File: config.mk
export PLATFORM = sky130hd
export DESIGN_NAME = menu_select_n
export DESIGN_NICKNAME = d
export VERILOG_FILES = /design/src/rtl/menu_pkg.sv /design/src/rtl/button_cond.sv /design/src/rtl/menu_select_n.sv
export SDC_FILE = /design/constraint.sdc
export NUM_CORES = 1
export LEC_CHECK = 0
export ABC_AREA = 1
export BUFFER_PORTS_ARGS = -buffer_cell sky130_fd_sc_hd__buf_4
export CAP_MARGIN = 0
export CORE_ASPECT_RATIO = 1.5
export CORE_UTILIZATION = 54
export CTS_CLUSTER_SIZE = 12
export DETAILED_ROUTE_END_ITERATION = 10
export PLACE_DENSITY = 0.81
export SLEW_MARGIN = 20
export SYNTH_ARGS = -nofsm -noshare
export SYNTH_HDL_FRONTEND = slang
export SYNTH_SLANG_ARGS = --single-unit
File: constraint.sdc
create_clock -name clock -period 6.7 [get_ports clock]
set_input_delay 1.34 -clock clock [delete_from_list [all_inputs] [get_ports clock]]
set_output_delay 1.34 -clock clock [all_outputs]
set_load 0.05 [all_outputs]
File: src/rtl/menu_pkg.sv
// Shared types and constants for the parametrised vending-menu controller.
package menu_pkg;

    // Two-hot-free one-hot encoding so a corrupted state is caught by the default arm.
    typedef enum logic [1:0] {
        BROWSE = 2'b01,
        GRANT  = 2'b10
    } state_t;

    localparam int DEFAULT_ITEMS = 4;
    localparam int DEFAULT_MW    = 6;
    localparam logic [DEFAULT_ITEMS*DEFAULT_MW-1:0] DEFAULT_PRICES =
        {6'd25, 6'd30, 6'd40, 6'd45};

    function automatic logic [15:0] onehot(input logic [3:0] idx);
        return 16'd1 << idx;
    endfunction

endpackage

File: src/rtl/button_cond.sv
// Synchronises raw button levels, samples them on the tick and emits one pulse per press edge.
module button_cond #(
    parameter int W     = 3,
    parameter int CNT_W = 24
) (
    input  logic             clock,
    input  logic             reset,
    input  logic [CNT_W-1:0] tick_cnt,
    input  logic [W-1:0]     pressed,
    output logic [W-1:0]     evt
);

    logic [W-1:0] sync1, sync2, hist;
    logic         tick;

    assign tick = &tick_cnt;

    always_ff @(posedge clock) begin
        if (reset) begin
            sync1 <= '0;
            sync2 <= '0;
            hist  <= '0;
        end else begin
            sync1 <= pressed;
            sync2 <= sync1;
            if (tick)
                hist <= sync2;
        end
    end

    // History advances on every tick, so a held button can only fire once.
    assign evt = tick ? (sync2 & ~hist) : '0;

endmodule

File: src/rtl/menu_select_n.sv
// Menu navigation and vend-grant FSM with a valid/ack hand-off to the dispenser.
module menu_select_n
    import menu_pkg::*;
#(
    parameter int N_ITEMS   = 4,
    parameter int MONEY_W   = 6,
    parameter logic [N_ITEMS*MONEY_W-1:0] PRICES = DEFAULT_PRICES,
    parameter int TICK_BITS = 24
) (
    input  logic               clock,
    input  logic               reset,
    input  logic               cima,
    input  logic               baixo,
    input  logic               enter,
    input  logic [MONEY_W-1:0] saldo_in,
    input  logic               vend_ack,
    output logic [N_ITEMS-1:0] menu_option,
    output logic               vend_valid,
    output logic [N_ITEMS-1:0] vend_item,
    output logic [MONEY_W-1:0] gasto_out,
    output logic [MONEY_W-1:0] troco_out,
    output logic               deny
);

    localparam int IDX_W = $clog2(N_ITEMS);

    state_t               state;
    logic [TICK_BITS-1:0] tick_cnt;
    logic [IDX_W-1:0]     index, idx_up, idx_dn;
    logic [2:0]           evt;
    logic [MONEY_W-1:0]   price_tbl [N_ITEMS];
    logic [MONEY_W-1:0]   price_sel;

    always_ff @(posedge clock) begin
        if (reset) tick_cnt <= '0;
        else       tick_cnt <= tick_cnt + 1'b1;
    end

    // Buttons normalised to active-high before synchronisation: {enter, baixo, cima}.
    button_cond #(.W(3), .CNT_W(TICK_BITS)) u_btn (
        .clock    (clock),
        .reset    (reset),
        .tick_cnt (tick_cnt),
        .pressed  ({enter, ~baixo, ~cima}),
        .evt      (evt)
    );

    for (genvar i = 0; i < N_ITEMS; i++) begin : g_price
        assign price_tbl[i] = PRICES[i*MONEY_W +: MONEY_W];
    end

    assign price_sel = price_tbl[index];
    assign idx_up    = (index == IDX_W'(N_ITEMS-1)) ? '0 : index + 1'b1;
    assign idx_dn    = (index == '0) ? IDX_W'(N_ITEMS-1) : index - 1'b1;

    always_ff @(posedge clock) begin
        if (reset) begin
            state       <= BROWSE;
            index       <= '0;
            menu_option <= N_ITEMS'(1);
            vend_valid  <= 1'b0;
            vend_item   <= '0;
            gasto_out   <= '0;
            troco_out   <= '0;
            deny        <= 1'b0;
        end else begin
            deny <= 1'b0;
            case (state)
                BROWSE: begin
                    if (evt[0]) begin
                        index       <= idx_up;
                        menu_option <= N_ITEMS'(onehot(4'(idx_up)));
                    end else if (evt[1]) begin
                        index       <= idx_dn;
                        menu_option <= N_ITEMS'(onehot(4'(idx_dn)));
                    end else if (evt[2]) begin
                        if (saldo_in >= price_sel) begin
                            vend_valid <= 1'b1;
                            vend_item  <= N_ITEMS'(onehot(4'(index)));
                            gasto_out  <= price_sel;
                            troco_out  <= saldo_in - price_sel;
                            state      <= GRANT;
                        end else begin
                            deny <= 1'b1;
                        end
                    end
                end
                GRANT: begin
                    if (vend_ack) begin
                        vend_valid <= 1'b0;
                        vend_item  <= '0;
                        gasto_out  <= '0;
                        troco_out  <= '0;
                        state      <= BROWSE;
                    end
                end
                default: begin
                    vend_valid <= 1'b0;
                    vend_item  <= '0;
                    gasto_out  <= '0;
                    troco_out  <= '0;
                    state      <= BROWSE;
                end
            endcase
        end
    end

endmodule

Yosys cells after proc, flatten, opt, wreduce, memory -nomap -nowiden
Index checks and enable logic that the tools add are counted.
{"block": "totals", "word_cells": 82, "input_bits": 12, "output_inout_bits": 22, "register_bits": 59}
{"block": "classes", "n_shift": 3, "reduce_logical": 6, "addsub": 4, "magnitude_cmp": 2, "bitwise": 7, "eq_ne": 8, "muxes": 40}
{"op": "2-to-1 mux 6 bit", "count": 11}
{"op": "2-to-1 mux 4 bit", "count": 7}
{"op": "adder 24 x 1 -> 24 bit (second input constant)", "count": 1}
{"op": "case mux 6 bit (2 select lines)", "count": 2}
{"op": "AND reduction 24 bit", "count": 1}
{"op": "2-to-1 mux 2 bit", "count": 9}
{"op": "binary-select mux 6 bit (select 2 bit)", "count": 1}
{"op": "left shift 1 x 2 -> 4 bit (first input constant)", "count": 3}
{"op": "inequality test 2 bit (second input constant)", "count": 5}
{"op": "case mux 4 bit (2 select lines)", "count": 1}
{"op": "greater-or-equal comparator 6 bit", "count": 1}
{"op": "2-to-1 mux 1 bit", "count": 6}
{"op": "subtractor 6 bit", "count": 1}
{"op": "AND reduction 5 bit", "count": 1}
{"op": "OR reduction 5 bit", "count": 1}
{"op": "equality test 2 bit (second input constant)", "count": 2}
{"op": "NOT 1 bit", "count": 4}
{"op": "case mux 2 bit (2 select lines)", "count": 1}
{"op": "AND 3 bit", "count": 1}
{"op": "greater-or-equal comparator 3 bit (second input constant)", "count": 1}
{"op": "2-to-1 mux 3 bit", "count": 1}
{"op": "NOT 2 -> 3 bit", "count": 1}
{"op": "NOT 3 bit", "count": 1}
{"op": "adder 2 x 1 -> 2 bit (second input constant)", "count": 1}
{"op": "other kinds (6)", "count": 6}

Longest topological paths before layout
{"block": "depth", "depth_word": 10, "ltp_mapped": 14, "ltp_nobuf": 14}

Hierarchy
A second synthesis with hierarchy kept.
{"block": "unflattened", "cells_unflattened": 396, "area_unflattened_um2": 2865.2}
{"module": "menu_select_n", "instances": 1, "area_per_inst_um2": 2458.6, "seq_area_each_um2": 940.9, "cells_each": 343}
{"module": "button_cond", "instances": 1, "area_per_inst_um2": 406.6, "seq_area_each_um2": 180.2, "cells_each": 53}

Least setup slack after synthesis
No wires, ideal clock.
{"block": "synth_timing", "path_type": "input-to-reg", "startpoint": "input saldo_in[0]", "endpoint": "register vend_item[2]", "n_path_buf": 1, "t_arrival_ps": 2646, "stages": 10, "setup_time_ps": 139, "setup_slack_ps": 3915, "t_required_ps": 6561, "cell_sequence": "inv_1 -> ha_1 -> fa_1 -> nand2_1 -> a21oi_1 -> o21ai_1 -> nand2_2 -> buf_12 -> nand2_2 -> a21oi_2"}
{"block": "synth_between", "elab_chain_cells": 3}
{"element": "start: declaration", "line": "menu_select_n.sv:15", "rtl": "input logic [MONEY_W-1:0] saldo_in,"}
{"element": "greater-or-equal comparator 6 bit", "line": "menu_select_n.sv:77", "rtl": "if (saldo_in >= price_sel) begin"}
{"element": "inequality test 2 bit (no source line)"}
{"element": "AND reduction 5 bit (no source line)"}
{"element": "end signal: assignment", "line": "menu_select_n.sv:79", "rtl": "vend_item <= N_ITEMS'(onehot(4'(index)));"}
{"element": "end: declaration", "line": "menu_select_n.sv:19", "rtl": "output logic [N_ITEMS-1:0] vend_item,"}
Every way passes these cells.
A chain may end at the register's enable or synchronous reset.

Final worst setup path
{"block": "layout_timing", "startpoint": "input saldo_in[5]", "endpoint": "register gasto_out[0]"}
{"block": "layout_between", "elab_chain_cells": 3}
{"element": "greater-or-equal comparator 6 bit", "line": "menu_select_n.sv:77"}
{"element": "inequality test 2 bit (no source line)"}
{"element": "AND reduction 5 bit (no source line)"}
{"element": "end signal: assignment", "line": "menu_select_n.sv:80", "rtl": "gasto_out <= price_sel;"}
{"element": "end: declaration", "line": "menu_select_n.sv:20", "rtl": "output logic [MONEY_W-1:0] gasto_out,"}
Every way passes these cells.

==> impl_metrics.ini <==
[status]
status = completed

[place]
place_congestion = 0.849
dp_hpwl_mm = 4.01
dp_cells = 472
buffer_ports.inserted = 33

[global_route]
use_met2 = 0.386
grt-ovfl-total = 0
top_usage_layer = met2
grt_max_degree = 34
met3_usage = 0.0516
grt_pass1_vias = 2221
grt_use_total = 0.217
grt_pass1_wl_mm = 9.06
met1_usage = 0.215
antenna_found_initial = 0

[final_layout]
syn2layout_area_growth_pct = 12.9
drive_gt1_frac = 0.181
multi_input_area_um2 = 1410
nFillCells = 457
seq_area_um2 = 1120
layout.cells.non_filler = 480
antenna_cells = 0
layout.nets = 437

[logic_synthesis]
synth_top_area_frac = 0.400
ys_types = 37
yosysTopAreaCell = dfxtp_1
synth_cells = 385
synthFlopType = dfxtp_1
synth_area_per_cell_um2 = 7.28
async_flop_share = 0
synthAdderAreaFrac = 0.0562
yosysSeqAreaShare = 0.400
syn-cell-area_um2 = 2800
synth-seq-cells = 56
synth_warnings = 0
synth_top_family_by_area = simple AND/OR/NAND/NOR gates
synth-edff-count = 0
synth_xor_area_frac = 0.0187
synth-simple-area-share = 0.305
syn_nets = 409
synth_mux_area_frac = 0
synth.area.top_cells = dfxtp_1 (40%), nand2_1 (11%), nor2_1 (7.6%)
synth_compound_area_frac = 0.123

[timing]
slew_violations = 0
clock_skew_ns = 0.00990
relSlewSlack = 0.611
setup_viol_count_final = 0
fin_crit_sh = 0.411
rsz0062_at_grt = no
period_minus_slack_ns = 2.75
finalHoldViolCount = 0
setup_tns_ns = 0
tightest_slew_ns = 0.583
fmax_ghz = 0.363

[die]
coreArea_um2 = 4930
die_x_um = 60.8
design.portCount = 34
die-area_um2 = 5490
fp-row-count = 31
die_y_um = 90.3
initial_core_util = 0.569

[route]
vias = 2396
wl_per_cell_um = 11.1
via_per_inst = 4.99
drt_wl_total_mm = 5.33
drtIter0Drc = 92
first_pass_iters = 4
drc_errors = 0
antenna_left = 0

[power]
power_density_nw_per_um2 = 185
leakage_uw = 0.00137
vdd_ir_drop_max_mv = 0.146
power_uw = 585

[critical_path]
cp_max_fo = 14
required_ns = 6.95
end_kind = register
cp.arrival_ns = 3.00
criticalPathCategory = input pin to register
startpoint_type = input pin

[clocking]
cts_inserted_buffers = 5
hold_buffers = 0
cts_root_buf = clkbuf_8
insertion_delay_ns = 0.32
cts_resized = 0
cts_sinks = 56
cts_tree = yes
clkTransAtPathRegs_ns = 0.10
post-cts-setup-buffers = 0
clk_path_buf_depth = 2
htreeDepth = 2

[worst_hold_path]
timing.hold.worst.class = register to register

[run]
maxCapViolCount = 0
synth_stat cells (4+ instances only):
master    count
nand2_1      85
nor2_1       57
dfxtp_1      56
inv_1        50
a21oi_1      26
nand2_2      14
nand3_1      14
o21ai_0      13
ha_1         11
a21oi_2      10
clkbuf_1      7
nand4_1       5
xnor2_1       4
metal layers:
metal / vias to the layer above / routed length [um]
met4: 0 / 173
met2: 42 / 2840
met1: 1080 / 2150
met5: - / 0
li1: 1258 / -
met3: 16 / 165
report_power, final:
group          switching (uW)  total (uW)  internal, uW  leakage [uW]
registers                1.40         337           336      0.000453
logic                    18.3        31.0          12.7      0.000861
clock network             106         217           111     0.0000552
total                     126         585           459       0.00137
worst paths after layout:
path | slack [ns] | endpoint | cells after the start | from
max | 3.95 | gasto_out[0] | 9 | saldo_in[5]
min reg2reg | 0.40 | u_btn.sync2[0] | 2 | u_btn.sync1[0]
max reg2reg | 3.95 | gasto_out[0] | 11 | index[1]
min | 0.40 | u_btn.sync2[0] | 2 | u_btn.sync1[0]
layout by cell type (no fill, tap or decap), types with 2 or more instances in the layout:
cell / count
a21oi_1: 26
a21oi_2: 10
buf_4: 33
clkbuf_8: 5
dfxtp_1: 56
ha_1: 11
inv_1: 50
inv_2: 2
nand2_1: 85
nand2_2: 14
nand3_1: 14
nand4_1: 5
nor2_1: 57
nor2_4: 2
nor3_1: 3
o21a_1: 3
o21ai_0: 13
o21ai_1: 2
xnor2_1: 4
xor2_1: 2
logic make-up after synthesis:
kind of cell | after synthesis
AND/OR/NAND/NOR | 189
XOR/XNOR | 6
buffers and inverters | 64
adder cells (fa/ha/maj) | 12
AO/OA/AOI/OAI | 58
flip-flops | 56
sequential cells by signal, summed over array words and instances, names as in the netlist:
register	count
tick_cnt	24
troco_out	6
gasto_out	5
menu_option	4
vend_item	4
u_btn.hist	3
u_btn.sync1	3
u_btn.sync2	3
index	2
deny	1
state	1
cell type report:
class / count / area share
flip-flops and latches: 56 / 0.354
inverters: 52 / 0.0617
clock inverters: 2 / 0.0111
multi-input cells: 265 / 0.446
clock buffers: 6 / 0.0229
well taps: 66 / 0.0261
repair buffers: 33 / 0.0783
metrics by stage:
| stage | cell area (um^2) | util | setup slack (ns) | hold slack, ns |
|---|---|---|---|---|
| after floorplan | 2800 | - | 3.91 | 0.388 |
| after global placement | 3060 | 0.621 | 3.69 | 0.394 |
| after detailed placement | 3060 | 0.621 | 3.64 | 0.396 |
| after CTS | 3170 | 0.643 | 3.96 | 0.409 |
| after global routing | 3170 | 0.643 | 3.75 | 0.429 |
| final | 3170 | 0.643 | 3.95 | 0.403 |
critical path, stage by stage:
cell and delay, ns:
buf_4 0.11, ha_1 0.34, a21oi_1 0.17, o21ai_0 0.10
a21oi_1 0.24, o21ai_1 0.12, nand2_2 0.32, nand2_1 0.11
a21oi_1 0.14
No activity file was read; power rests on OpenSTA's default activity.
